`config.mk`:
```
export PLATFORM = sky130hd
export DESIGN_NAME = ps2_host_tx
export DESIGN_NICKNAME = d
export VERILOG_FILES = /design/src/rtl/ps2_host_tx.sv
export SDC_FILE = /design/constraint.sdc
export NUM_CORES = 1
export LEC_CHECK = 0
export ABC_AREA = 1
export ABC_CLOCK_PERIOD_IN_PS = 1650
export CORE_MARGIN = 2
export CORE_UTILIZATION = 60
export CTS_CLUSTER_SIZE = 40
export DETAILED_ROUTE_END_ITERATION = 10
export PLACE_DENSITY = 0.88
export SYNTH_ARGS = -nofsm -noshare
export SYNTH_HDL_FRONTEND = slang
export SYNTH_SLANG_ARGS = --single-unit
```
`constraint.sdc`:
```
create_clock -name clk -period 1.65 [get_ports clk]
set_input_delay 0.33 -clock clk [delete_from_list [all_inputs] [get_ports clk]]
set_output_delay 0.33 -clock clk [all_outputs]
set_load 0.005 [all_outputs]
```
`src/rtl/ps2_host_tx.sv`:
```
// ps2_host_tx: host-to-device PS/2 command transmitter driving open-drain pull-low enables
// ports: clk/reset sync active-high; ps2Clk/ps2Data debounced line levels; txByte/txValid/txReady
// byte handshake; busy high outside IDLE; ps2ClkLow/ps2DataLow pull-low enables; done pulse with
// ackErr (no ack from device) and timeoutErr (watchdog abort)
module ps2_host_tx #(
    parameter int INHIBIT_CYCLES = 3000,
    parameter int TIMEOUT_CYCLES = 400000
) (
    input  logic       clk,
    input  logic       reset,
    input  logic       ps2Clk,
    input  logic       ps2Data,
    input  logic [7:0] txByte,
    input  logic       txValid,
    output logic       txReady,
    output logic       busy,
    output logic       ps2ClkLow,
    output logic       ps2DataLow,
    output logic       done,
    output logic       ackErr,
    output logic       timeoutErr
);
    localparam int IW = $clog2(INHIBIT_CYCLES + 1);
    localparam int WW = $clog2(TIMEOUT_CYCLES + 1);
    typedef enum logic [2:0] {IDLE, INHIBIT, RTS, SEND, ACK, WAIT_IDLE} state_t;
    state_t state;
    logic clk_prev, ack_err_l, fall, wd_on, wd_hit;
    logic [9:0] frame;
    logic [3:0] bit_cnt;
    logic [IW-1:0] inh_cnt;
    logic [WW-1:0] wd;
    assign fall = clk_prev & ~ps2Clk;
    assign wd_on = state == RTS || state == SEND || state == ACK || state == WAIT_IDLE;
    assign wd_hit = wd_on && wd == WW'(TIMEOUT_CYCLES);
    always_ff @(posedge clk) begin
        if (reset) begin
            state      <= IDLE;
            clk_prev   <= 1'b1;
            ack_err_l  <= 1'b0;
            frame      <= '0;
            bit_cnt    <= '0;
            inh_cnt    <= '0;
            wd         <= '0;
            txReady    <= 1'b1;
            busy       <= 1'b0;
            ps2ClkLow  <= 1'b0;
            ps2DataLow <= 1'b0;
            done       <= 1'b0;
            ackErr     <= 1'b0;
            timeoutErr <= 1'b0;
        end else begin
            clk_prev   <= ps2Clk;
            done       <= 1'b0;
            ackErr     <= 1'b0;
            timeoutErr <= 1'b0;
            // watchdog restarts on every device clock fall and saturates at the limit
            if (wd_on) wd <= fall ? '0 : (wd_hit ? wd : wd + 1'b1);
            if (wd_hit) begin
                state      <= IDLE;
                txReady    <= 1'b1;
                busy       <= 1'b0;
                ps2ClkLow  <= 1'b0;
                ps2DataLow <= 1'b0;
                done       <= 1'b1;
                timeoutErr <= 1'b1;
            end else begin
                case (state)
                    IDLE: if (txValid) begin
                        frame     <= {1'b1, ~^txByte, txByte};
                        inh_cnt   <= IW'(INHIBIT_CYCLES - 1);
                        state     <= INHIBIT;
                        txReady   <= 1'b0;
                        busy      <= 1'b1;
                        ps2ClkLow <= 1'b1;
                    end
                    INHIBIT: if (inh_cnt == '0) begin
                        state      <= RTS;
                        ps2DataLow <= 1'b1;
                        wd         <= '0;
                    end else begin
                        inh_cnt <= inh_cnt - 1'b1;
                    end
                    RTS: begin
                        state     <= SEND;
                        ps2ClkLow <= 1'b0;
                        bit_cnt   <= '0;
                    end
                    // falls 1..9 present d0..d7 and parity; fall 10 releases data as the stop bit
                    SEND: if (fall) begin
                        if (bit_cnt <= 4'd8) begin
                            ps2DataLow <= ~frame[0];
                            frame      <= {1'b0, frame[9:1]};
                            bit_cnt    <= bit_cnt + 1'b1;
                        end else begin
                            ps2DataLow <= 1'b0;
                            state      <= ACK;
                        end
                    end
                    ACK: if (fall) begin
                        ack_err_l <= ps2Data;
                        state     <= WAIT_IDLE;
                    end
                    WAIT_IDLE: if (ps2Clk && ps2Data) begin
                        state   <= IDLE;
                        txReady <= 1'b1;
                        busy    <= 1'b0;
                        done    <= 1'b1;
                        ackErr  <= ack_err_l;
                    end
                    default: state <= IDLE;
                endcase
            end
        end
    end
endmodule

```
==> results of run 1 <==
-- what timing repair did --
item,4_1_cts,5_1_grt
gates cloned,2,3
pin swaps,2,20
endpoints found under the setup margin,18,49
resized for setup,2,61
setup buffers,2,7
-- registers in the layout, indices dropped and copies added, names as in the netlist --
register    count
state           3
inh_cnt        12
wd             19
bit_cnt         4
ackErr          1
ps2DataLow      1
txReady         1
ps2ClkLow       1
done            1
frame          10
timeoutErr      1
ack_err_l       1
clk_prev        1
busy            1
-- worst register-to-register path: stages (launching register included) --
cell     delay (ns)
dfxtp_4        0.37
inv_4          0.06
ha_4           0.12
inv_2          0.03
nor2_2         0.10
nand4_1        0.16
nor2_4         0.25
nand2_2        0.16
nand3_4        0.16
nor2_1         0.09
nor2_1         0.13
-- stage by stage --
step,hold slack [ns],power (mW)
after detailed placement,0.441,5.54
after global routing,0.493,8.17
after CTS,0.450,6.91
after floorplan,0.433,4.73
after global placement,0.435,5.35
final,0.453,7.71
-- logic make-up (layout without fill, tap and decap cells) --
kind of cell             Yosys count  count (layout)
AND/OR/NAND/NOR                  342             346
XOR/XNOR                          14              14
flip-flops                        57              57
adder cells (fa/ha/maj)            6               6
AO/OA/AOI/OAI                     68              68
buffers and inverters             90             149
-- layer usage --
metal	vias to the layer above	routed length, um	GRT usage, %
li1	1958	-	-
met1	1878	4160	37.0
met2	246	5250	51.0
met3	56	897	5.54
met4	0	434	16.3
met5	-	0	0
-- power groups by stage --
stage                     combinational [mW]  sequential (mW)  clock [mW]
after detailed placement                3.52             2.02           0
after global placement                  3.35             2.00           0
after CTS                               3.63             1.99        1.28
final                                   4.36             2.05        1.30
after floorplan                         2.81             1.92           0
after global routing                    4.74             2.08        1.36
-- final cells by class --
| type | instances | area, sq um |
|---|---|---|
| clock buffer | 11 | 141 |
| fill | 390 | 1370 |
| timing repair buffer | 62 | 532 |
| sequential | 57 | 1160 |
| inverter | 73 | 287 |
| clock inverter | 3 | 42.5 |
| multi-input combinational | 434 | 2300 |
| tap | 75 | 93.8 |
-- final timing paths --
| kind | start | to | slack (ns) | cells after the start |
|---|---|---|---|---|
| setup / recovery | wd[1]$_SDFF_PP0_ | frame[2]$_SDFFE_PP0P_ | -0.04 | 10 |
| hold / removal | ps2DataLow$_SDFFE_PP0P_ | ps2DataLow$_SDFFE_PP0P_ | 0.45 | 2 |
| setup reg to reg | wd[1]$_SDFF_PP0_ | frame[2]$_SDFFE_PP0P_ | -0.04 | 10 |
| hold reg to reg | ps2DataLow$_SDFFE_PP0P_ | ps2DataLow$_SDFFE_PP0P_ | 0.45 | 2 |
-- cell usage in the layout, fill, tap and decap left out, drive strengths merged --
cell type / instances
a21oi: 22
buf: 43
bufinv: 1
clkbuf: 11
clkdlybuf4s50: 19
clkinv: 1
clkinvlp: 1
dfxtp: 57
ha: 6
inv: 73
nand2: 167
nand3: 44
nand3b: 1
nand4: 19
nor2: 98
nor3: 12
nor3b: 2
nor4: 1
o211ai: 1
o21ai: 43
o21bai: 1
o22ai: 1
or2: 2
xnor2: 6
xor2: 8
==> qor.csv, run 1 <==
stage,metric,value,unit
outcome,outcome,"finished, violations left",
outcome,violations,setup timing,
timing,worst_pin_slew,0.426,ns
detailed_routing,totalWireLength,10.7,mm
timing,finalCriticalPeriod,1.69,ns
placement,gp_congestion,0.962,
global_routing,track_usage,30.5,%
placement,dp_cells,687,
timing,setup_slack,-0.0431,ns
pwr,vdd_drop_max,1.11,mV
yosys,synth_top_family_by_area,simple AND/OR/NAND/NOR gates,
timing,period_share,103,%
floorplan,die_x,82.3,um
timing,slew_headroom,71.3,%
yosys,synthAdderAreaFrac,2.04,%
pwr,p_leak,1.96,nW
timing,drv_slew,0,
pwr,comb_power_share,56.6,%
yosys,synth_mux_area_share,0,%
final_layout,finalInstanceArea,4550,sq um
yosys,async_flop_share,0,%
setup_path,cpMostUsedCell,nor2_1,
yosys,synth_ff_type,dfxtp_1,
pwr,power.density,1690,nW/um^2
yosys,synth.cells.most_frequent,"157 x nand2_1, 93 x nor2_1, 65 x inv_1",
detailed_routing,dr_total_vias,4138,
pwr,p_seq_share,26.6,%
yosys,yosys.area_share.simple,42.1,%
setup_path,crit_chain,inv_4 -> ha_4 -> inv_2 -> nor2_2 -> nand4_1 -> nor2_4 -> nand2_2 -> nand3_4 -> nor2_1 -> nor2_1,
detailed_routing,drc,0,
yosys,synthXorXnorAreaFrac,3.33,%
pwr,p_switching,3.61,mW
final_layout,syn_to_final_growth,23.7,%
placement,placed_area,4100,sq um
timing,clock_skew,0.0105,ns
floorplan,dieArea,6770,sq um
final_layout,fin_cells,715,
setup_path,crit_type,flip-flop to flip-flop,
final_layout,drive_above_1_share,22.7,%
setup_path,worstPathArrival,1.98,ns
clocking,cts_buffers,9,
final_layout,diodes,0,
clocking,cts.sinks,57,
clocking,postCtsHoldBufs,0,
job,cap_viol_max_count,0,
yosys,yosysWarningCount,0,
global_routing,grt_pass1_vias,3555,
global_routing,grt_pass1_wl,15.9,mm
pwr,p_int,4.10,mW
floorplan,pin_count,20,
final_layout,nets,656,
yosys,synth_fp_nets,596,
global_routing,grt_overflow_total,0,
clocking,cts_tree,done,
placement,place_ws,-0.151,ns
yosys,synth_compound_area_share,11.0,%
clocking,h-tree-depth,3,
pwr,clock_power_share,16.8,%
detailed_routing,drtIter0Drc,400,
detailed_routing,via_per_inst,5.79,
global_routing,grt_max_degree,30,
detailed_routing,dr.pass1.iters,5,
yosys,ys_seq_elements,57,
timing,setup_viol,13,
yosys,synth_cell_type_count,35,
yosys,synth_edf_count,0,
yosys,synth_top_area_cell,dfxtp_1,
setup_path,cpPeakStageDelay,0.37,ns
setup_path,path_delay_family,simple AND/OR/NAND/NOR gates,
timing,hold_viol,0,
yosys,yosysSeqAreaShare,31.0,%
clocking,cts_root_buf,clkbuf_8,
clocking,cts.path.max_buffers,2,
yosys,synth_cells,577,
yosys,synth_area_per_cell,6.38,sq um
detailed_routing,drtAntennaViolNets,0,
yosys,synth_area,3680,sq um
placement,hpwl,6.48,mm
yosys,yosys.area.top_type_share,31.0,%
yosys,synth.most_common_cell,nand2_1,
clocking,worstSkewPairLatency,0.35,ns
floorplan,chipHeight,82.3,um
clocking,path_clk_slew,0.07,ns
setup_path,crit_buf_inv,2,
floorplan,core_area,5920,sq um
setup_path,worstPathRequired,1.94,ns
setup_path,end_kind,flip-flop,
yosys,ys_top_cells_by_area,"dfxtp_1 31%, nand2_1 16%, nor2_1 9.5%, inv_1 6.6%, o21ai_0 5.0%",
placement,port_buffers,19,
floorplan,initial_core_util,62.1,%
timing,max_freq,591,MHz
timing,rsz0062_at_grt,yes,
worst_hold_path,hold_class,flip-flop to flip-flop,
pwr,swShare,46.9,%
floorplan,rows,28,
final_layout,fin_util,76.8,%
global_routing,grt_antenna_before_repair,0,
setup_path,start_kind,flip-flop,
setup_path,slowest_stage,dfxtp_4,
setup_path,crit_fanout,9,
detailed_routing,wire_per_inst,15.0,um
timing,setup_tns,-0.193,ns
No activity file was read; power rests on OpenSTA's default activity.
==> run 2: changes to the inputs <==
--- a/config.mk
+++ b/config.mk
@@ -7,11 +7,12 @@
 export LEC_CHECK = 0
 export ABC_AREA = 1
 export ABC_CLOCK_PERIOD_IN_PS = 1650
+export CORE_ASPECT_RATIO = 1.1
 export CORE_MARGIN = 2
-export CORE_UTILIZATION = 60
+export CORE_UTILIZATION = 50
 export CTS_CLUSTER_SIZE = 40
 export DETAILED_ROUTE_END_ITERATION = 10
-export PLACE_DENSITY = 0.88
+export PLACE_DENSITY = 0.76
 export SYNTH_ARGS = -nofsm -noshare
 export SYNTH_HDL_FRONTEND = slang
 export SYNTH_SLANG_ARGS = --single-unit
==> constraint.sdc (replaced) <==
create_clock -name clk -period 1.65 [get_ports clk]
set_input_delay 0.165 -clock clk [delete_from_list [all_inputs] [get_ports clk]]
set_output_delay 0.165 -clock clk [all_outputs]
set_load 0.005 [all_outputs]
==> run 2 against run 1 <==
The run ends with DRC left. First-iteration DRC count shrank 60%. Maximum frequency rose by 4.3%. Utilization fell by 13 points. Critical path type unchanged. Critical endpoint is now bit_cnt[2]$_SDFFE_PP0P_. Highest routed layer unchanged.
==> qor.csv, run 2 (synthesis results as in run 1) <==
stage,metric,value,unit
outcome,outcome,"finished, violations left",
outcome,violations,DRC,
detailed_routing,totalWireLength,9.59,mm
floorplan,rows,32,
placement,port_buffers,19,
detailed_routing,wire_per_inst,13.3,um
clocking,cts.path.max_buffers,2,
final_layout,regMostFlops,wd,
timing,drv_slew,0,
final_layout,nets,650,
pwr,power.density,1640,nW/um^2
global_routing,grt_max_degree,30,
floorplan,pin_count,20,
setup_path,crit_type,flip-flop to flip-flop,
final_layout,drive_above_1_share,22.8,%
floorplan,dieArea,8060,sq um
setup_path,start_kind,flip-flop,
floorplan,die_x,85.8,um
final_layout,top_regs,"wd x19, inh_cnt x12, frame x10",
job,cap_viol_max_count,0,
clocking,cts.sinks,57,
clocking,path_clk_slew,0.07,ns
timing,worst_pin_slew,0.413,ns
timing,setup_viol,0,
detailed_routing,drc,1,
clocking,cts_tree,done,
final_layout,final_common_cell,nand2_1,
timing,clock_skew,0.00775,ns
detailed_routing,via_per_inst,5.34,
placement,hpwl,6.54,mm
clocking,cts_root_buf,clkbuf_8,
setup_path,worstPathRequired,1.86,ns
global_routing,grt_pass1_wl,15.3,mm
detailed_routing,dr.pass1.iters,7,
placement,gp_congestion,0.910,
setup_path,cpPeakStageDelay,0.39,ns
pwr,vdd_drop_max,1.23,mV
setup_path,slowest_stage,dfxtp_1,
timing,hold_viol,0,
timing,rsz0062_at_grt,yes,
setup_path,crit_fanout,7,
placement,placed_area,4090,sq um
final_layout,diodes,0,
final_layout,fin_util,64.2,%
pwr,p_leak,1.94,nW
timing,slew_headroom,72.5,%
setup_path,end_kind,flip-flop,
detailed_routing,drtAntennaViolNets,0,
floorplan,chipHeight,94.0,um
clocking,postCtsHoldBufs,0,
worst_hold_path,hold_class,flip-flop to flip-flop,
detailed_routing,dr_total_vias,3850,
final_layout,finalInstanceArea,4550,sq um
global_routing,track_usage,23.7,%
floorplan,core_area,7090,sq um
pwr,finalPower,7.48,mW
clocking,worstSkewPairLatency,0.35,ns
floorplan,initial_core_util,51.9,%
timing,finalCriticalPeriod,1.62,ns
global_routing,grt_antenna_before_repair,0,
clocking,cts_buffers,9,
detailed_routing,drtIter0Drc,162,
final_layout,largest_reg_flops,19,
clocking,h-tree-depth,3,
global_routing,grt_overflow_total,0,
setup_path,worstPathArrival,1.84,ns
global_routing,grt_pass1_vias,3499,
final_layout,syn_to_final_growth,23.7,%
timing,period_share,98.3,%
setup_path,crit_chain,nand2_1 -> nor3_1 -> nand3_2 -> nor2_4 -> nand2_8 -> buf_4 -> nand4_1 -> a21oi_1,
timing,max_freq,616,MHz
final_layout,layout_common_cells,"143 x nand2_1, 84 x nor2_1, 58 x inv_1, 53 x dfxtp_1",
run 2: changes by cell type in the layout (fill, tap and decap cells not counted), moves of 2 or more:
cell / delta
buf_4: -5
inv_2: +5
dfxtp_1: +4
inv_4: -4
dfxtp_2: -3
nand2_1: -3
nand3_2: +3
o21ai_2: +3
a21oi_1: +2
a21oi_2: -2
buf_6: -2
clkinv_2: +2
nand3_1: -2
run 2: per-stage QoR:
step | setup slack, ns | hold slack, ns | instances | TNS, ns
after floorplan | 0.106 | 0.270 | 577 | 0
after global placement | 0.0532 | 0.450 | 693 | 0
after detailed placement | -0.0221 | 0.440 | 693 | -0.0662
after CTS | -0.00594 | 0.453 | 710 | -0.00594
after global routing | -0.0560 | 0.473 | 721 | -0.551
final | 0.0273 | 0.449 | 721 | 0
run 2: final cells by class:
type | count | area [sq um]
Timing Repair Buffer | 56 | 492
Multi-Input combinational cell | 434 | 2330
Fill cell | 611 | 2530
Tap cell | 85 | 106
Clock buffer | 9 | 124
Inverter | 73 | 277
Clock inverter | 7 | 70.1
Sequential cell | 57 | 1150
run 2: critical path: cells and delay by family, from the launching register on:
| family | cells | cell delay (ns) |
|---|---|---|
| AO/OA/AOI/OAI | 1 | 0.07 |
| buffers and inverters | 1 | 0.16 |
| flip-flops | 1 | 0.39 |
| AND/OR/NAND/NOR | 6 | 0.87 |
run 2: metal layers:
metal	part of all wire (%)	track usage [%]	wire (um)
met5	0	0	0
met4	4.0	14.2	388
met1	41	27.4	3960
met2	51	41.0	4880
met3	3.8	3.78	362
run 2: final timing paths:
check / slack (ns) / to / depth (start not counted) / from
setup / recovery: 0.03 / bit_cnt[2]$_SDFFE_PP0P_ / 8 / wd[18]$_SDFF_PP0_
hold / removal: 0.45 / ps2DataLow$_SDFFE_PP0P_ / 2 / ps2DataLow$_SDFFE_PP0P_
setup reg to reg: 0.03 / bit_cnt[2]$_SDFFE_PP0P_ / 8 / wd[18]$_SDFF_PP0_
hold reg to reg: 0.45 / ps2DataLow$_SDFFE_PP0P_ / 2 / ps2DataLow$_SDFFE_PP0P_
run 2: repair_timing:
action,in CTS,in global routing
setup buffers,0,8
resized for setup,0,59
pin swaps,1,15
cloned,1,3
endpoints found under the setup margin,8,43
run 2: where the power goes:
part           switching [mW]  internal [mW]  leakage [nW]
registers               0.260           1.73         0.468
clock network           0.609          0.696        0.0994
logic                    2.61           1.58          1.38
total                    3.48           4.00          1.94
==> run 3: changes to the inputs <==
--- a/config.mk
+++ b/config.mk
@@ -10,6 +10,7 @@
 export CORE_ASPECT_RATIO = 1.1
 export CORE_MARGIN = 2
 export CORE_UTILIZATION = 50
+export CTS_BUF_LIST = sky130_fd_sc_hd__clkbuf_16
 export CTS_CLUSTER_SIZE = 40
 export DETAILED_ROUTE_END_ITERATION = 10
 export PLACE_DENSITY = 0.76
==> run 3 against run 2 <==
The flow finishes with violations (DRC, setup timing). Critical path type unchanged. Register-to-register slack got worse by 0.10 ns. Non-clock buffer count rose by 1. Setup slack got worse by 0.10 ns. Critical path depth rose by 4. First-iteration DRC count fell by 12%. Die area did not move. Clock power rose by 42%. Maximum frequency fell by 5.9%. Utilization rose by 1.3 points.
==> qor.csv, run 3 (synthesis results as in run 1) <==
stage,metric,value,unit
detailed_routing,dr_total_vias,3885,
timing,hold_slack,0.446,ns
timing,period_share,105,%
final_layout,final_common_cell,nand2_1,
clocking,cts_buffers,9,
timing,max_freq,580,MHz
worst_hold_path,hold_class,flip-flop to flip-flop,
worst_hold_path,holdPathEnd,ps2DataLow$_SDFFE_PP0P_,
setup_path,end_kind,flip-flop,
outcome,outcome,"finished, violations left",
floorplan,pin_count,20,
setup_path,cpPeakStageDelay,0.33,ns
outcome,violations,"DRC, setup timing",
detailed_routing,wire_per_inst,13.6,um
floorplan,core_area,7090,sq um
placement,hpwl,6.54,mm
global_routing,track_usage,24.1,%
floorplan,die_x,85.8,um
placement,placed_area,4090,sq um
final_layout,nets,651,
pwr,vdd_drop_max,1.06,mV
floorplan,initial_core_util,51.9,%
floorplan,chipHeight,94.0,um
timing,drv_slew,0,
detailed_routing,totalWireLength,9.83,mm
timing,setup_viol,11,
clocking,h-tree-depth,3,
final_layout,largest_reg_flops,19,
timing,rsz0062_at_grt,yes,
setup_path,crit_fanout,7,
final_layout,regMostFlops,wd,
placement,gp_congestion,0.910,
global_routing,grt_pass1_vias,3532,
job,cap_viol_max_count,0,
setup_path,slowest_stage,dfxtp_2,
final_layout,layout_common_cells,"144 x nand2_1, 88 x nor2_1, 59 x inv_1, 54 x dfxtp_1, 35 x nand3_1",
timing,hold_viol,0,
setup_path,reg2reg_from,wd[0]$_SDFF_PP0_,
detailed_routing,drtIter0Drc,142,
timing,clock_skew,0.00705,ns
worst_hold_path,worstHoldStart,ps2DataLow$_SDFFE_PP0P_,
timing,finalCriticalPeriod,1.73,ns
floorplan,rows,32,
setup_path,r2r_slack,-0.08,ns
clocking,cts_root_buf,clkbuf_16,
detailed_routing,dr.pass1.iters,8,
timing,setup_slack,-0.0752,ns
clocking,cts.sinks,57,
setup_path,r2r_end,bit_cnt[0]$_SDFFE_PP0P_,
final_layout,diodes,0,
setup_path,worstPathArrival,1.96,ns
clocking,cts.path.max_buffers,2,
final_layout,syn_to_final_growth,26.2,%
pwr,p_leak,2.01,nW
global_routing,grt_antenna_before_repair,0,
setup_path,crit_chain,inv_2 -> ha_4 -> inv_2 -> nor2_2 -> nand4_1 -> nor2_4 -> nand2_4 -> buf_6 -> nand3_1 -> nand2_1 -> nand2_1 -> nor2_1,
final_layout,nFillCells,588,
clocking,postCtsHoldBufs,0,
timing,setup_tns,-0.236,ns
final_layout,finalInstanceArea,4640,sq um
global_routing,grt_overflow_total,0,
global_routing,grt_pass1_wl,15.5,mm
timing,worst_pin_slew,0.403,ns
setup_path,worstPathRequired,1.88,ns
detailed_routing,drc,1,
detailed_routing,drtAntennaViolNets,0,
setup_path,reg2reg_depth,12,
clocking,cts_tree,done,
clocking,path_clk_slew,0.05,ns
detailed_routing,via_per_inst,5.38,
timing,slew_headroom,73.1,%
setup_path,crit_type,flip-flop to flip-flop,
clocking,worstSkewPairLatency,0.33,ns
pwr,power.density,1730,nW/um^2
worst_hold_path,hold-path-cell-count,2,
final_layout,drive_above_1_share,21.2,%
global_routing,grt_max_degree,30,
floorplan,dieArea,8060,sq um
final_layout,top_regs,"wd x19, inh_cnt x12, frame x10",
setup_path,start_kind,flip-flop,
placement,port_buffers,19,
run 3: how the worst max path moves through the flow:
stage                     start                 endpoint  slack [ns]
6_report       wd[0]$_SDFF_PP0_  bit_cnt[0]$_SDFFE_PP0P_       -0.08
4_1_cts        wd[1]$_SDFF_PP0_        wd[16]$_SDFF_PP0_        0.01
2_1_floorplan  wd[1]$_SDFF_PP0_        wd[16]$_SDFF_PP0_        0.11
5_1_grt        wd[0]$_SDFF_PP0_  bit_cnt[0]$_SDFFE_PP0P_       -0.17
3_5_place_dp   wd[0]$_SDFF_PP0_    frame[4]$_SDFFE_PP0P_       -0.02
3_3_place_gp             ps2Clk    frame[2]$_SDFFE_PP0P_        0.05
run 3: power by group:
| part | switching [mW] | internal, mW | leakage (nW) |
|---|---|---|---|
| logic | 2.59 | 1.60 | 1.39 |
| registers | 0.256 | 1.73 | 0.468 |
| clock network | 0.678 | 1.17 | 0.146 |
run 3: routing by layer:
| layer | global-route usage (%) | part of all wire [%] | up-vias |
|---|---|---|---|
| li1 | - | - | 1954 |
| met1 | 27.5 | 41 | 1783 |
| met2 | 41.5 | 51 | 112 |
| met3 | 3.78 | 4.2 | 36 |
| met4 | 15.6 | 4.4 | 0 |
| met5 | 0 | 0 | - |
run 3: layout make-up:
cell class / instances / area [sq um] / share of cell area (%)
flip-flops and latches: 57 / 1150 / 24.7
multi-input cells: 434 / 2300 / 49.6
well taps: 85 / 106 / 2.29
clock inverters: 7 / 70.1 / 1.51
repair buffers: 57 / 512 / 11.0
inverters: 73 / 282 / 6.06
clock buffers: 9 / 225 / 4.85
run 3: repair_timing:
| item | 4_1_cts | 5_1_grt |
|---|---|---|
| pin swaps | 2 | 17 |
| gates cloned | 1 | 3 |
| gates resized for setup | 0 | 50 |
| setup buffers | 0 | 9 |
| endpoints found under the setup margin | 8 | 45 |
run 3: critical path: cells and delay by family, from the launching register on:
family / cells / cell delay (ns)
AND/OR/NAND/NOR: 8 / 0.88
adder cells (fa/ha/maj): 1 / 0.13
buffers and inverters: 3 / 0.28
flip-flops: 1 / 0.33
run 3: through the flow:
stage | worst slack, ns | utilization, % | power, mW | std cells
floorplan | 0.106 | - | 4.73 | 577
global placement | 0.0532 | 57.7 | 5.44 | 693
detailed placement | -0.0221 | 57.7 | 5.59 | 693
CTS | 0.0117 | 62.0 | 7.47 | 710
global route | -0.173 | 65.5 | 8.62 | 722
finish | -0.0752 | 65.5 | 8.02 | 722
